$ cat src/rtl/cpu_pkg.sv
// rtl/cpu_pkg.sv - shared fetch state encoding and fetch constants
package cpu_pkg;

  typedef enum logic [1:0] {
    FETCH_REQ  = 2'd0,
    FETCH_WAIT = 2'd1,
    FETCH_HOLD = 2'd2
  } fetch_state_t;

  localparam logic [31:0] NOP_INSTR = 32'h0000_0013;
  localparam logic [31:0] PC_INC    = 32'd4;

  function automatic logic [31:0] word_align(input logic [31:0] addr);
    return {addr[31:2], 2'b00};
  endfunction

endpackage

$ cat src/rtl/fetch_hold_buffer.sv
// rtl/fetch_hold_buffer.sv - one-entry pc/instruction buffer for responses arriving under stall
module fetch_hold_buffer (
  input  logic        clk,
  input  logic        rst,
  input  logic        load,
  input  logic        clear,
  input  logic [31:0] pc_in,
  input  logic [31:0] instr_in,
  output logic [31:0] pc,
  output logic [31:0] instr
);

  always_ff @(posedge clk or negedge rst) begin
    if (!rst) begin
      pc    <= '0;
      instr <= '0;
    end else if (clear) begin
      pc    <= '0;
      instr <= '0;
    end else if (load) begin
      pc    <= pc_in;
      instr <= instr_in;
    end
  end

endmodule

$ cat src/rtl/instruction_fetch_unit.sv
// rtl/instruction_fetch_unit.sv - single-outstanding instruction fetch with stall hold and redirect kill
module instruction_fetch_unit #(
  parameter logic [31:0] RESET_PC  = 32'h0000_0000,
  parameter logic [31:0] NOP_INSTR = cpu_pkg::NOP_INSTR
) (
  input  logic        clk,
  input  logic        rst,
  input  logic        stall,
  input  logic        redirect_valid,
  input  logic [31:0] redirect_pc,
  output logic        imem_req_valid,
  input  logic        imem_req_ready,
  output logic [31:0] imem_addr,
  input  logic        imem_rsp_valid,
  input  logic [31:0] imem_rsp_data,
  output logic [31:0] pc_out,
  output logic [31:0] instruction_out,
  output logic        valid_out
);

  import cpu_pkg::*;

  fetch_state_t state, state_next;
  logic [31:0]  fetch_pc;
  logic         kill, kill_next;
  logic         running;
  logic         req_fire, accept, to_hold, from_hold;
  logic [31:0]  hold_pc, hold_instr;

  // running keeps the request line low until the first edge after reset release
  always_ff @(posedge clk or negedge rst) begin
    if (!rst) begin
      state   <= FETCH_REQ;
      kill    <= 1'b0;
      running <= 1'b0;
    end else begin
      state   <= state_next;
      kill    <= kill_next;
      running <= 1'b1;
    end
  end

  // A response returning in the same cycle as a redirect is dropped on the spot,
  // so kill only stays armed while the killed request is still in flight.
  always_comb begin
    state_next = state;
    kill_next  = kill;
    case (state)
      FETCH_REQ: begin
        if (req_fire) begin
          state_next = FETCH_WAIT;
          kill_next  = redirect_valid;
        end
      end
      FETCH_WAIT: begin
        if (imem_rsp_valid) begin
          state_next = to_hold ? FETCH_HOLD : FETCH_REQ;
          kill_next  = 1'b0;
        end else if (redirect_valid) begin
          kill_next  = 1'b1;
        end
      end
      FETCH_HOLD: begin
        if (redirect_valid || !stall) state_next = FETCH_REQ;
      end
      default: state_next = FETCH_REQ;
    endcase
  end

  always_comb begin
    imem_req_valid = running && (state == FETCH_REQ);
    imem_addr      = word_align(fetch_pc);
    req_fire       = imem_req_valid && imem_req_ready;
    accept         = (state == FETCH_WAIT) && imem_rsp_valid && !kill && !redirect_valid;
    to_hold        = accept && stall && valid_out;
    from_hold      = (state == FETCH_HOLD) && !stall && !redirect_valid;
  end

  always_ff @(posedge clk or negedge rst) begin
    if (!rst) begin
      fetch_pc        <= RESET_PC;
      pc_out          <= '0;
      instruction_out <= NOP_INSTR;
      valid_out       <= 1'b0;
    end else if (redirect_valid) begin
      fetch_pc        <= word_align(redirect_pc);
      instruction_out <= NOP_INSTR;
      valid_out       <= 1'b0;
    end else begin
      if (accept) fetch_pc <= fetch_pc + PC_INC;
      if (accept && !to_hold) begin
        pc_out          <= fetch_pc;
        instruction_out <= imem_rsp_data;
        valid_out       <= 1'b1;
      end else if (from_hold) begin
        pc_out          <= hold_pc;
        instruction_out <= hold_instr;
        valid_out       <= 1'b1;
      end else if (!stall) begin
        instruction_out <= NOP_INSTR;
        valid_out       <= 1'b0;
      end
    end
  end

  fetch_hold_buffer u_hold (
    .clk      (clk),
    .rst      (rst),
    .load     (to_hold),
    .clear    (redirect_valid),
    .pc_in    (fetch_pc),
    .instr_in (imem_rsp_data),
    .pc       (hold_pc),
    .instr    (hold_instr)
  );

endmodule

$ cat config.mk
export PLATFORM = sky130hd
export DESIGN_NAME = instruction_fetch_unit
export DESIGN_NICKNAME = d
export VERILOG_FILES = /design/src/rtl/cpu_pkg.sv /design/src/rtl/fetch_hold_buffer.sv /design/src/rtl/instruction_fetch_unit.sv
export SDC_FILE = /design/constraint.sdc
export NUM_CORES = 1
export LEC_CHECK = 0
export CELL_PAD_IN_SITES_DETAIL_PLACEMENT = 0
export CELL_PAD_IN_SITES_GLOBAL_PLACEMENT = 1
export CORE_MARGIN = 1
export CORE_UTILIZATION = 35
export CTS_BUF_LIST = sky130_fd_sc_hd__clkbuf_2
export CTS_CLUSTER_DIAMETER = 30
export DETAILED_ROUTE_END_ITERATION = 10
export HOLD_SLACK_MARGIN = 0.05
export PLACE_DENSITY_LB_ADDON = 0.08
export SYNTH_ARGS = -nofsm -noshare
export SYNTH_HDL_FRONTEND = slang
export SYNTH_SLANG_ARGS = --single-unit
export TNS_END_PERCENT = 100
$ cat constraint.sdc
create_clock -name clk -period 2.13 [get_ports clk]
set_input_delay 0.5325 -clock clk [delete_from_list [all_inputs] [get_ports clk]]
set_output_delay 0.5325 -clock clk [all_outputs]
set_load 0.01 [all_outputs]
* Word-level counts from Yosys, hierarchy flattened
Cells that the tools add are included.
Word-level totals: input port bits 70, word-level logic and storage cells 66, memory bits (writable) 0, flip-flop bits (word level) 165, latch bits 0, ROM bits 0, memories kept 0
Operators by class: shift operators 0, reductions and logical operators 23, eq/ne operators 7, bitwise logic cells 1, divide/modulo/power cells 0, muxes and demuxes 25, $lt $le $gt $ge 0, multipliers 0, add/sub/neg operators 1
Operators with widths (number):
- 32-bit 2-to-1 mux | 12
- 32-bit by 3-bit adder with 32-bit output, second input constant | 1
- 1-bit logical AND | 10
- 2-bit 2-to-1 mux | 4
- 2-bit nonzero test | 4
- 1-bit 2-to-1 mux | 7
- 2-bit != test, second input constant | 3
- 2-bit one-hot mux with 3 select lines | 1
- 3-bit AND reduction | 2
- 1-bit logical NOT | 4
- 4-bit by 1-bit != test with 1-bit output, second input constant | 1
- 3-bit != test, second input constant | 1
- 2-bit by 1-bit equality test with 1-bit output, second input constant | 1
- 2-bit equality test, second input constant | 1
- 2-bit logical NOT | 1
- 1-bit one-hot mux with 2 select lines | 1
- 2-bit AND reduction | 1
- 1-bit logical OR | 1
- 1-bit inverter | 1

* Depth between registers and ports, before layout
depth in word-level cells 10, depth in mapped cells 8

* Cells and area by module
A second synthesis with hierarchy kept.
Second synthesis, totals: cell total of the unflattened synthesis 726, area, all modules 7368.3 um^2
By module, submodules not included:
- instruction_fetch_unit | times used 1, area an instance 4757.1 um^2, cells an instance 520
- fetch_hold_buffer | times used 1, area an instance 2611.3 um^2, cells an instance 206

* Worst setup path after synthesis
Ideal clock, no wire load.
path kind input -> register, from input port imem_rsp_valid, to register fetch_pc[27], required time 2.048 ns, stages 6, path slack 0.004 ns, arrival time 2.044 ns, setup time 0.082 ns, cell sequence nand4bb_1 buf_4 or4_1 buf_2 or4_1 a31oi_1
On the way: word-level cells in the longest chain between the ends 4
RTL lines:
- from (decl) | RTL line instruction_fetch_unit.sv:14 | input logic imem_rsp_valid,
- 1-bit logical AND (3 in a row) | RTL line instruction_fetch_unit.sv:74 | accept = (state == FETCH_WAIT) && imem_rsp_valid && !kill && !redirect_valid;
- 2-bit nonzero test (no source line)
- to (signal assigned) | RTL line instruction_fetch_unit.sv:86 | fetch_pc <= word_align(redirect_pc);
- to (signal assigned) | RTL line instruction_fetch_unit.sv:90 | if (accept) fetch_pc <= fetch_pc + PC_INC;
- to (decl) | RTL line instruction_fetch_unit.sv:24 | logic [31:0] fetch_pc;
No other way between the ends. A chain may end at the register's enable or synchronous reset.

* Worst setup path after layout
from register state[1], to output port imem_req_valid
On the way: word-level cells in the longest chain between the ends 2
RTL lines:
- from (decl) | RTL line instruction_fetch_unit.sv:23 | fetch_state_t state, state_next;
- from (signal assigned) | RTL line instruction_fetch_unit.sv:37 | state <= state_next;
- 2-bit logical NOT | RTL line instruction_fetch_unit.sv:71 | imem_req_valid = running && (state == FETCH_REQ);
- 1-bit logical AND | RTL line instruction_fetch_unit.sv:71
- to (decl) | RTL line instruction_fetch_unit.sv:11 | output logic imem_req_valid,
No other way between the ends.

==> summary.txt <==
Outcome
  – Outcome: finished clean

Yosys
  – Post-synthesis instance total: 757
  – Synth area leaders: dfrtp_1, nand2_1, a222oi_1
  – Async S/R FF share, synth: 100%
  – Register bit count reported by yosys: 161
  – Synth cell count leaders: nand2_1, dfrtp_1, o21ai_0
  – Top cell type's share of synthesized area: 55.5%
  – Synthesized area per cell: between 9 and 10 sq um
  – Most frequent cell after synthesis: nand2_1
  – Mapped Area: 7120 sq um
  – Synthesis warning total: 0
  – Sequential fraction of the synthesis area: between 50 and 60%
  – Primary FF master, synth: dfrtp_1
  – Synth unique cells: 51
  – Number of synthesized flops with an enable pin: 0
  – Synth area leader: dfrtp_1

Min path
  – Min-delay src: redirect_valid
  – Worst Hold Path Cells: 2
  – Worst hold path class: input port to flop
  – Hold Crit Endpoint: u_hold.pc[29]

Setup path
  – Arr. time, crit path: 1.59 ns
  – Crit path cell chain: buf_6 > nor3b_2 > buf_2
  – Crit-path max FO: 8
  – Slowest Stage Delay on Critical Path: between 0.4 and 0.5 ns
  – Setup Crit Path Kind: flop to primary output
  – R2r setup slk: 0.05 ns
  – Cell depth of the worst flop-to-flop path: 5
  – Terminus of the critical flop-to-flop path: fetch_pc[23]
  – Max stage delay cell, worst path: dfrtp_1
  – Critical Path RT: 1.60 ns
  – Reg-to-reg startpoint: state[1]
  – Critical Path End Type: primary output
  – Startpoint Class: flop

Floorplan
  – Initial core utilization: 36.1%
  – Site row count: 51
  – Die width: 145 um
  – Total die area: approximately 21000 sq um
  – Core Box Area: 19700 sq um
  – Number of top-level pins: 168
  – Die Height: 145 um

Placement
  – Post-Place Setup Slack: -0.553 ns
  – Port Buffers: 163
  – HPWL Detailed: 14400 um
  – Placer Congestion: 0.822

Clocking
  – CTS clk-pin slew, worst paths: 0.21 ns
  – CTS tree: built
  – H-Tree Depth: 4
  – Clock Path Buffers: 2
  – Clk root buf: clkbuf_2
  – # clock sinks: 161
  – Skew-Pair Late Insertion Delay: about 0.7 ns
  – Cts bufs inserted: 17

Global route
  – Global-route total usage across every layer: 21.3%
  – Vias in the first global route: 6449
  – Largest net degree at the start of global routing: 55
  – Total gr overflow: 0
  – First-pass GRT wire length: 34100 um
  – Initial antenna violation count: 1

Routing
  – Routed wire length: 21500 um
  – DRC Markers: 0
  – Drt pass-1 iters: 6
  – Vias/cell: 5.13
  – WL/cell: 17.1 um
  – DRT antenna net count: 0
  – Via count: between 6000 and 7000
  – Iter 0 DRT Violations: 402

Finish
  – Fraction of layout cells with a size suffix above 1: 18.0%
  – Synth-to-layout area growth: 38.1%
  – Area occupied by multi-input gates: roughly 2700 sq um
  – Register area: 4050 sq um
  – FILL cells: 1894
  – Final core occ: 49.9%
  – Fin nets: roughly 1000

Pwr
  – VDD IR max: 361 uV
  – Clk pwr share: between 20% and 30%
  – Cell Pwr Density: about 710 nW/um^2
  – P_int: 0.00489 W
  – Leakage: about 4.7 nW
  – Sequential power share: 50.7%
  – Combinational power share: 22.2%
  – Switching power: 0.00206 W
  – Switching part of the total power: 29.6%

STA
  – Final Hold Viols: 0
  – Setup ws final: around 0.010 ns
  – Max Freq: 472 MHz
  – Final period util: 99.5%
  – Time the worst path needs with I/O delays and setup: between 2 and 2.5 ns
  – Clock Skew: 0.0321 ns
  – Max Slew Vio Count: 0
  – RSZ-0062 raised after global routing: yes
  – Worst slew margin: 62.2%
  – Final setup vio count: 0
  – Slew @ Worst Pin: 0.566 ns

Job
  – Maxcap violations: 0
==> kinds of logic (layout without fill, tap and decap cells) <==
family | Yosys count | in the layout | share of synthesized area [%]
AO/OA/AOI/OAI | 182 | 182 | 17.0
XOR/XNOR | 11 | 11 | 1.35
adder cells (fa/ha/maj) | 1 | 1 | 0.176
buffers and inverters | 98 | 328 | 5.57
flip-flops | 161 | 161 | 56.7
multiplexers | 4 | 4 | 0.580
other | 2 | 4 | 0.106
AND/OR/NAND/NOR | 298 | 298 | 18.6
==> per-stage QoR <==
| stage | cells | hold slack, ns | TNS, ns | area, sq um | total power (W) |
|---|---|---|---|---|---|
| after floorplan | 758 | 0.237 | 0 | 7120 | 0.00415 |
| after global placement | 1184 | 0.456 | -20.70 | 9390 | 0.00519 |
| after detailed placement | 1184 | 0.460 | -25.76 | 9390 | 0.00522 |
| after CTS | 1250 | 0.0635 | -0.0964 | 9810 | 0.00705 |
| after global routing | 1254 | 0.0662 | -0.245 | 9830 | 0.00736 |
| final | 1254 | 0.164 | 0 | 9830 | 0.00695 |
==> power by group through the flow <==
stage	clock, W	sequential, W	combinational (W)
5_1_grt	0.00207	0.00357	0.00172
3_3_place_gp	0	0.00362	0.00157
6_report	0.00188	0.00352	0.00154
3_5_place_dp	0	0.00363	0.00159
2_1_floorplan	0	0.00374	0.000410
4_1_cts	0.00196	0.00353	0.00156
==> state kept, by name, indices dropped and copies added (netlist names), 2 cells and up <==
register and cells:
fetch_pc 30, instruction_out 32, pc_out 31, state 2, u_hold.instr 32, u_hold.pc 31
==> layout by cell type, fill, tap and decap left out, types with 18 or more instances in the layout <==
cell type / count
nand2_1: 204
dfrtp_1: 146
buf_4: 82
dlygate4sd2_1: 71
clkdlybuf4s50_1: 65
o21ai_0: 50
a21oi_1: 38
inv_1: 36
a222oi_1: 29
a22oi_1: 26
nor2_1: 25
buf_2: 21
clkbuf_2: 18
==> final cells by class <==
cell class	count	share of cell area, %
Sequential cell	161	41.2
Tap cell	265	3.37
Clock buffer	18	0.916
Clock inverter	12	1.86
Inverter	37	1.41
Antenna cell	1	0.0255
Multi-Input combinational cell	499	27.7
Timing Repair Buffer	261	23.5
==> worst max-delay path: cells and delay by family, from the launching register on <==
family	cells	cell delay, ns
AND/OR/NAND/NOR	1	0.16
flip-flops	1	0.44
buffers and inverters	2	0.31
==> worst max path at each step <==
stage	startpoint	slack [ns]	to
after floorplan	imem_rsp_valid	0.004	fetch_pc[27]
after global placement	imem_rsp_valid	-0.50	fetch_pc[25]
after detailed placement	imem_rsp_valid	-0.55	fetch_pc[23]
after CTS	state[1]	-0.1	imem_req_valid
after global routing	state[1]	-0.14	imem_req_valid
final	state[1]	0.01	imem_req_valid
==> metal layers <==
layer | vias up | share of wire, % | global-route usage, %
li1 | 3088 | - | -
met1 | 3154 | 44 | 26.7
met2 | 177 | 49 | 36.7
met3 | 13 | 5.6 | 5.66
met4 | 0 | 0.77 | 4.54
met5 | - | 0 | 0
==> repair_timing <==
action,4_1_cts,5_1_grt
hold endpoints to repair,56,0
endpoints found under the setup margin,96,20
hold buffers,1,0
pin swaps,0,1
resized for setup,173,14
buffers inserted,35,4
Note: power is estimated with default switching activity, not from simulation.
